===== src/rtl/ifu_align.sv =====
// Instruction aligner: buffers 32-bit fetch words as a 3-entry halfword queue
// and emits one 16-bit or 32-bit instruction per handshake with its PC.
module ifu_align #(
  parameter int unsigned          XLEN     = 64,
  parameter logic [XLEN-1:0]      RESET_PC = XLEN'(64'h0000_0000_8000_0000)
) (
  input  logic            clk,
  input  logic            rst,
  input  logic            fetch_valid,
  input  logic [31:0]     fetch_data,
  output logic            fetch_ready,
  output logic            instr_valid,
  output logic [31:0]     instr_data,
  output logic [XLEN-1:0] instr_pc,
  input  logic            instr_ready,
  input  logic            flush,
  input  logic [XLEN-1:0] flush_pc
);

  logic [15:0]     hq_q [3];
  logic [15:0]     hq_d [3];
  logic [1:0]      count_q, count_d;
  logic [XLEN-1:0] pc_q, pc_d;
  logic            drop_q, drop_d;

  logic            head_c;
  logic            cons, acc;
  logic [1:0]      ncons, rem;

  // All outputs are functions of registered state only.
  always_comb begin
    head_c      = (hq_q[0][1:0] != 2'b11);
    instr_valid = ((count_q != 2'd0) && head_c) || ((count_q >= 2'd2) && !head_c);
    fetch_ready = (count_q <= 2'd1);
    instr_data  = head_c ? {16'h0000, hq_q[0]} : {hq_q[1], hq_q[0]};
    instr_pc    = pc_q;
  end

  always_comb begin
    cons  = instr_valid && instr_ready;
    acc   = fetch_valid && fetch_ready;
    ncons = cons ? (head_c ? 2'd1 : 2'd2) : 2'd0;
    rem   = count_q - ncons;

    // Shift the head out first; entries at or beyond rem are don't-care.
    case (ncons)
      2'd1:    hq_d = '{hq_q[1], hq_q[2], hq_q[2]};
      2'd2:    hq_d = '{hq_q[2], hq_q[2], hq_q[2]};
      default: hq_d = hq_q;
    endcase

    count_d = rem;
    drop_d  = drop_q;
    pc_d    = pc_q + XLEN'({ncons, 1'b0});

    // Accept only happens with count<=1, so rem<=1 and rem+1 stays in range.
    if (acc) begin
      if (drop_q) begin
        hq_d[rem] = fetch_data[31:16];
        count_d   = rem + 2'd1;
        drop_d    = 1'b0;
      end else begin
        hq_d[rem]         = fetch_data[15:0];
        hq_d[rem + 2'd1]  = fetch_data[31:16];
        count_d           = rem + 2'd2;
      end
    end

    if (flush) begin
      count_d = '0;
      pc_d    = flush_pc & ~XLEN'(1);
      drop_d  = flush_pc[1];
    end
  end

  always_ff @(posedge clk) begin
    if (rst) begin
      count_q <= '0;
      pc_q    <= RESET_PC;
      drop_q  <= 1'b0;
    end else begin
      count_q <= count_d;
      pc_q    <= pc_d;
      drop_q  <= drop_d;
    end
    hq_q <= hq_d;
  end

endmodule


===== config.mk =====
export PLATFORM = sky130hd
export DESIGN_NAME = ifu_align
export DESIGN_NICKNAME = d
export VERILOG_FILES = /design/src/rtl/ifu_align.sv
export SDC_FILE = /design/constraint.sdc
export NUM_CORES = 1
export LEC_CHECK = 0
export ABC_AREA = 1
export ABC_CLOCK_PERIOD_IN_PS = 6100
export CORE_UTILIZATION = 37
export CTS_BUF_LIST = sky130_fd_sc_hd__clkbuf_8
export DETAILED_ROUTE_END_ITERATION = 8
export PLACE_DENSITY_LB_ADDON = 0.25
export SLEW_MARGIN = 10
export SYNTH_ARGS = -nofsm -noshare
export SYNTH_HDL_FRONTEND = slang
export SYNTH_SLANG_ARGS = --single-unit

===== constraint.sdc =====
create_clock -name clk -period 6.1 [get_ports clk]
set_clock_uncertainty 0.05 [all_clocks]
set_input_delay 1.83 -clock clk [delete_from_list [all_inputs] [get_ports clk]]
set_output_delay 1.83 -clock clk [all_outputs]
set_load 0.005 [all_outputs]

; ---- Yosys cells after proc, flatten, opt, wreduce, memory -nomap -nowiden
; Index checks and enable logic that the tools add are counted.
[classes]
n_addsub = 4
n_lt_le_gt_ge = 6
eq_ne = 3
muxes = 18
bitwise_logic = 2
reduce_logical = 11
[ops]
columns = operator, n
row1 = $bwmux 48, 3
row2 = $mux 48, 2
row3 = $pmux 48 s2, 1
row4 = $add 64x3->64, 1
row5 = $demux 16 s2, 2
row6 = $mux 64, 1
row7 = $mux 16, 2
row8 = $mux 32, 1
row9 = $mux 2, 4
row10 = $ge 3x3->1 const B, 2
row11 = $logic_and 1x1->1, 6
row12 = $lt 3x1->1 const B, 2
row13 = $not 2->3, 2
row14 = $reduce_bool 2->1, 2
row15 = $add 2x1->2 const B, 1
row16 = $add 2x2->2 const B, 1
row17 = $eq 2x1->1 const B, 1
row18 = $eq 2x2->1 const B, 1
row19 = $ge 2x2->1 const B, 1
row20 = $le 2x1->1 const B, 1
row21 = $mux 1, 2
row22 = $ne 2x2->1 const B, 1
row23 = $reduce_or 2->1, 1
row24 = $sub 2x2->2, 1
row25 = 2 further kinds, 2
[totals]
regBits = 115
input_bits = 101
out_inout_bits = 98
word_cells = 51

; ---- Depth between registers and ports, before layout
[depth]
word_depth = 16
mapped_depth = 22
ltp_nobuf = 20

; ---- Least setup slack after synthesis
; No wires, ideal clock.
[synth_timing]
kind = input to register
from = input instr_ready
to = register hq_q[0] (netlist name) (enable)
setup_ns = 0.394
arrival_time_ns = 4.546
t_required_ns = 5.656
slack_ns = 1.110
cell_stages = 16
path_buffers = 5
path_cell_list = buf_2 nand2_4 inv_2 buf_4 nand2_1 inv_2 ha_1 nand3b_1 nand2_1 inv_1 ha_1 clkbuf_1 buf_2 clkbuf_1 nand2_1 a21oi_1
[synth_between]
elab_chain_len = 12
elab_cells_between_ends = 21
cone_classes = 2 x add/sub / 4 x order compare / 10 x mux / 2 x bitwise / 3 x reduce/logical
[synth_lines]
columns = element, line
row1 = "start, declared", 15  ; input logic instr_ready,
row2 = $logic_and 1x1->1 *, 40  ; cons = instr_valid && instr_ready;
row3 = $mux 2 *, 42  ; ncons = cons ? (head_c ? 2'd1 : 2'd2) : 2'd0;
row4 = $sub 2x2->2 *, 43  ; rem = count_q - ncons;
row5 = $add 2x1->2 / $not 2->3 (equally long branches), "64, 59, 63"
row6 = "$not 2->3 (not written as such), or another cell as far along", 64  ; hq_d[rem + 2'd1] = fetch_data[31:16];
row7 = "$ge 3x3->1 (not written as such), or another cell as far along", 64
row8 = $logic_and 1x1->1 (not written as such) / $mux 16 (equally long branches), "64, 59, 63"
row9 = $mux 16 (not written as such) / $demux 16 s2 (equally long branches), "64, 59, 63"
row10 = $demux 16 s2 / $bwmux 48 (equally long branches), "64, 63"
row11 = $bwmux 48, 64
row12 = $mux 48 *, 58  ; if (drop_q) begin
row13 = $mux 48 *, 57  ; if (acc) begin
row14 = "end signal, assigned", 86  ; hq_q <= hq_d;
row15 = "end, declared", 20  ; logic [15:0] hq_q [3];
; Every way passes the cells marked *; elsewhere a longest branch is shown, timed or not.
; A chain may end at the register's enable or synchronous reset.

==> flow_metrics.env <==
export IMPL_worst_path_max_fanout=50
export IMPL_dr_total_vias=10052
export IMPL_layout_commonest_cell="nand2_1"
export IMPL_crit_buf_inv=6
export IMPL_multi_input_area_mm2=0.00516
export IMPL_areaGrowthSynthToFinish_pct=28.6
export IMPL_wirelength_mm=31.4
export IMPL_instances_no_fill=1971
export IMPL_postCtsSetupRepairBufs=0
export IMPL_io_pins=199
export IMPL_initial_utilization=0.380
export IMPL_via_per_inst=5.10
export IMPL_tritoncts="built"
export IMPL_path_clk_slew_ns=0.07
export IMPL_fillCellCount=2395
export IMPL_status="completed"
export IMPL_postRouteAntennaNets=0
export IMPL_nets=1752
export IMPL_die_w_um=155
export IMPL_hpwlAfterDp_mm=22.4
export IMPL_final_period_utilization=0.787
export IMPL_syn_num_nets=1608
export IMPL_root_buffer="clkbuf_8"
export IMPL_dr_pass1_iters=5
export IMPL_worst_pin_slew_ns=0.854
export IMPL_slew_headroom=0.429
export IMPL_grt_overflow=0
export IMPL_die_area_mm2=0.0240
export IMPL_setup_violations_final=0
export IMPL_ctsResizeCount=0
export IMPL_drive_gt1_frac=0.0489
export IMPL_grt_pass1_wl_mm=49.1
export IMPL_fmax_ghz=0.208
export IMPL_critPathKind="in -> reg"
export IMPL_drc_errors=0
export IMPL_critical_path_slowest_cell="clkdlybuf4s50_1"
export IMPL_placementRows=55
export IMPL_setup_worst_path_start="instr_ready"
export IMPL_wl_per_cell_um=15.9
export IMPL_slew_viol_final=0
export IMPL_core_area_mm2=0.0228
export IMPL_setup_tns_ns=0
export IMPL_r2r_start="hq_q[32]$_DFF_P_"
export IMPL_grt_total_usage=0.262
export IMPL_netlist_instances=1499
export IMPL_dp_cells=1937
export IMPL_hold_viol=0
export IMPL_gp_congestion=0.979
export IMPL_grt_pass1_vias=9371
export IMPL_reg2reg_slack_ns=1.63
export IMPL_ff2ff_path_depth=20
export IMPL_max_stage_delay_ns=0.52
export IMPL_port_buffers=196
export IMPL_netlist_area_mm2=0.00865
export IMPL_critPathTopFamily="buffers and inverters"
export IMPL_critPathCaptureType="register"
export IMPL_r2r_end="hq_q[20]$_DFF_P_"
export IMPL_seqCellArea_mm2=0.00244
export IMPL_arrival_ns=5.08
export IMPL_cp_num_cells=18
export IMPL_hold_buffers=0
export IMPL_fin_crit_ns=4.80
export IMPL_synth_edff_count=16
export IMPL_die_h_um=155
export IMPL_yosysWarnings=0
export IMPL_layout_common_cells="nand2_1, clkdlybuf4s50_1, nor2_1, inv_1, nand3_1"
export IMPL_synth_seq_area_share=0.282
export IMPL_drt_initial_drc_count=897
export IMPL_start_kind="input port"
export IMPL_cts_sinks=114
export IMPL_cts_max_level=4
export IMPL_cpMostUsedCell="nand2_1"
export IMPL_synthArstFlopShare=0
export IMPL_critPathCapture="hq_q[20]$_DFF_P_"
export IMPL_synth_seq_cells=114
export IMPL_yosysUniqueCellTypes=42
export IMPL_yosys_most_used_dff="dfxtp_1"
export IMPL_critPathRequiredTime_ns=6.39
export IMPL_drv_cap=0
export IMPL_leakage_uw=0.00511
export IMPL_vdd_drop_max_v=0.000121
export IMPL_cts_buffer_depth=2
export IMPL_clkLatencyLatePin_ns=0.45
export IMPL_syn_avg_cell_area_um2=5.77
export IMPL_cts_buffers_inserted=17
export IMPL_rsz0062_at_grt="no"
export IMPL_antenna_found_initial=2
export IMPL_grt_max_degree=65
export IMPL_crit_chain="clkdlybuf4s50_1, nand2_4, inv_2, nand2_1, inv_2, ha_1, nand3b_1, nand2_1, inv_1, ha_1, buf_4, inv_1, nand3_1, nand2_1, nand2_1, nand2_1, nand2_1, nand2_1"
export IMPL_power_density_mw_per_mm2=230
export IMPL_hold_class="reg -> reg"
worst min path at each step:
stage | startpoint | end | slack [ns] | depth (start not counted)
after floorplan | instr_pc[38]$_SDFF_PP0_ | instr_pc[38]$_SDFF_PP0_ | 0.45 | 2
final | instr_pc[7]$_SDFF_PP0_ | instr_pc[7]$_SDFF_PP0_ | 0.51 | 2
after global placement | instr_pc[7]$_SDFF_PP0_ | instr_pc[7]$_SDFF_PP0_ | 0.50 | 2
after CTS | instr_pc[7]$_SDFF_PP0_ | instr_pc[7]$_SDFF_PP0_ | 0.51 | 2
after global routing | instr_pc[7]$_SDFF_PP0_ | instr_pc[7]$_SDFF_PP0_ | 0.57 | 2
after detailed placement | instr_pc[7]$_SDFF_PP0_ | instr_pc[7]$_SDFF_PP0_ | 0.51 | 2
cells by family after synthesis:
| kind of cell | synth area share |
|---|---|
| and+or+nand+nor | 0.450 |
| AOI/OAI and AO/OA | 0.111 |
| buffers and inverters | 0.122 |
| DFF | 0.282 |
| adders and majority gates | 0.0124 |
| xor gates and xnor gates | 0.0223 |
| other | 0.000433 |
power by group:
part           total, uW  leakage (uW)  switching [uW]  internal (uW)
clock                811      0.000226             356            456
sequential           957      0.000959            92.5            865
combinational        786       0.00392             433            354
sequential cells by signal (all words and copies together) (netlist names):
signal	flops
drop_q	1
count_q	2
instr_pc	63
hq_q	48
layout make-up:
cell class / instances / area share
clock buffers: 18 / 0.0223
clock inverters: 14 / 0.0167
diodes: 2 / 0.000450
repair buffers: 211 / 0.186
well taps: 313 / 0.0352
inverters: 166 / 0.0560
multi-input cells: 1133 / 0.464
flip-flops and latches: 114 / 0.220
layer usage:
layer | GRT usage | wire [um] | share of wire
met2 | 0.417 | 14000 | 0.45
met3 | 0.0490 | 2650 | 0.085
met4 | 0.0712 | 614 | 0.020
met1 | 0.360 | 14100 | 0.45
met5 | 0 | 0 | 0
Yosys cell counts (15+ instances only):
cell type,instances,area [um^2]
nand2_1,554,2080
nor2_1,159,597
inv_1,157,589
nand3_1,139,696
dfxtp_1,98,1960
a21oi_1,88,440
o21ai_0,44,220
clkbuf_1,39,146
buf_4,22,165
nand4_1,18,113
nor3_1,17,85.1
a221oi_1,16,140
edfxtp_1,16,480
xnor2_1,15,131
metrics by stage:
step / utilization / area [um^2] / power, uW / hold WS (ns) / setup slack [ns]
2_1_floorplan: - / 8650 / 1440 / 0.450 / 1.11
3_3_place_gp: 0.469 / 10700 / 1740 / 0.497 / 0.942
3_5_place_dp: 0.469 / 10700 / 1750 / 0.507 / 0.868
4_1_cts: 0.488 / 11100 / 2560 / 0.512 / 1.33
5_1_grt: 0.489 / 11100 / 2710 / 0.571 / 1.06
6_report: 0.489 / 11100 / 2550 / 0.509 / 1.30
worst reg2reg max path, stage by stage, from the launching register on:
cell	delay, ns
dfxtp_1	0.34
nand2_2	0.61
nand2_1	0.15
nand2_2	0.47
nand2_4	0.08
inv_2	0.26
nand2_1	0.11
inv_2	0.12
ha_1	0.18
nand3b_1	0.11
nand2_1	0.11
inv_1	0.11
ha_1	0.16
buf_4	0.45
inv_1	0.50
nand3_1	0.25
nand2_1	0.07
nand2_1	0.05
nand2_1	0.07
nand2_1	0.06
nand2_1	0.05
Power figures use the tool's default switching activity.
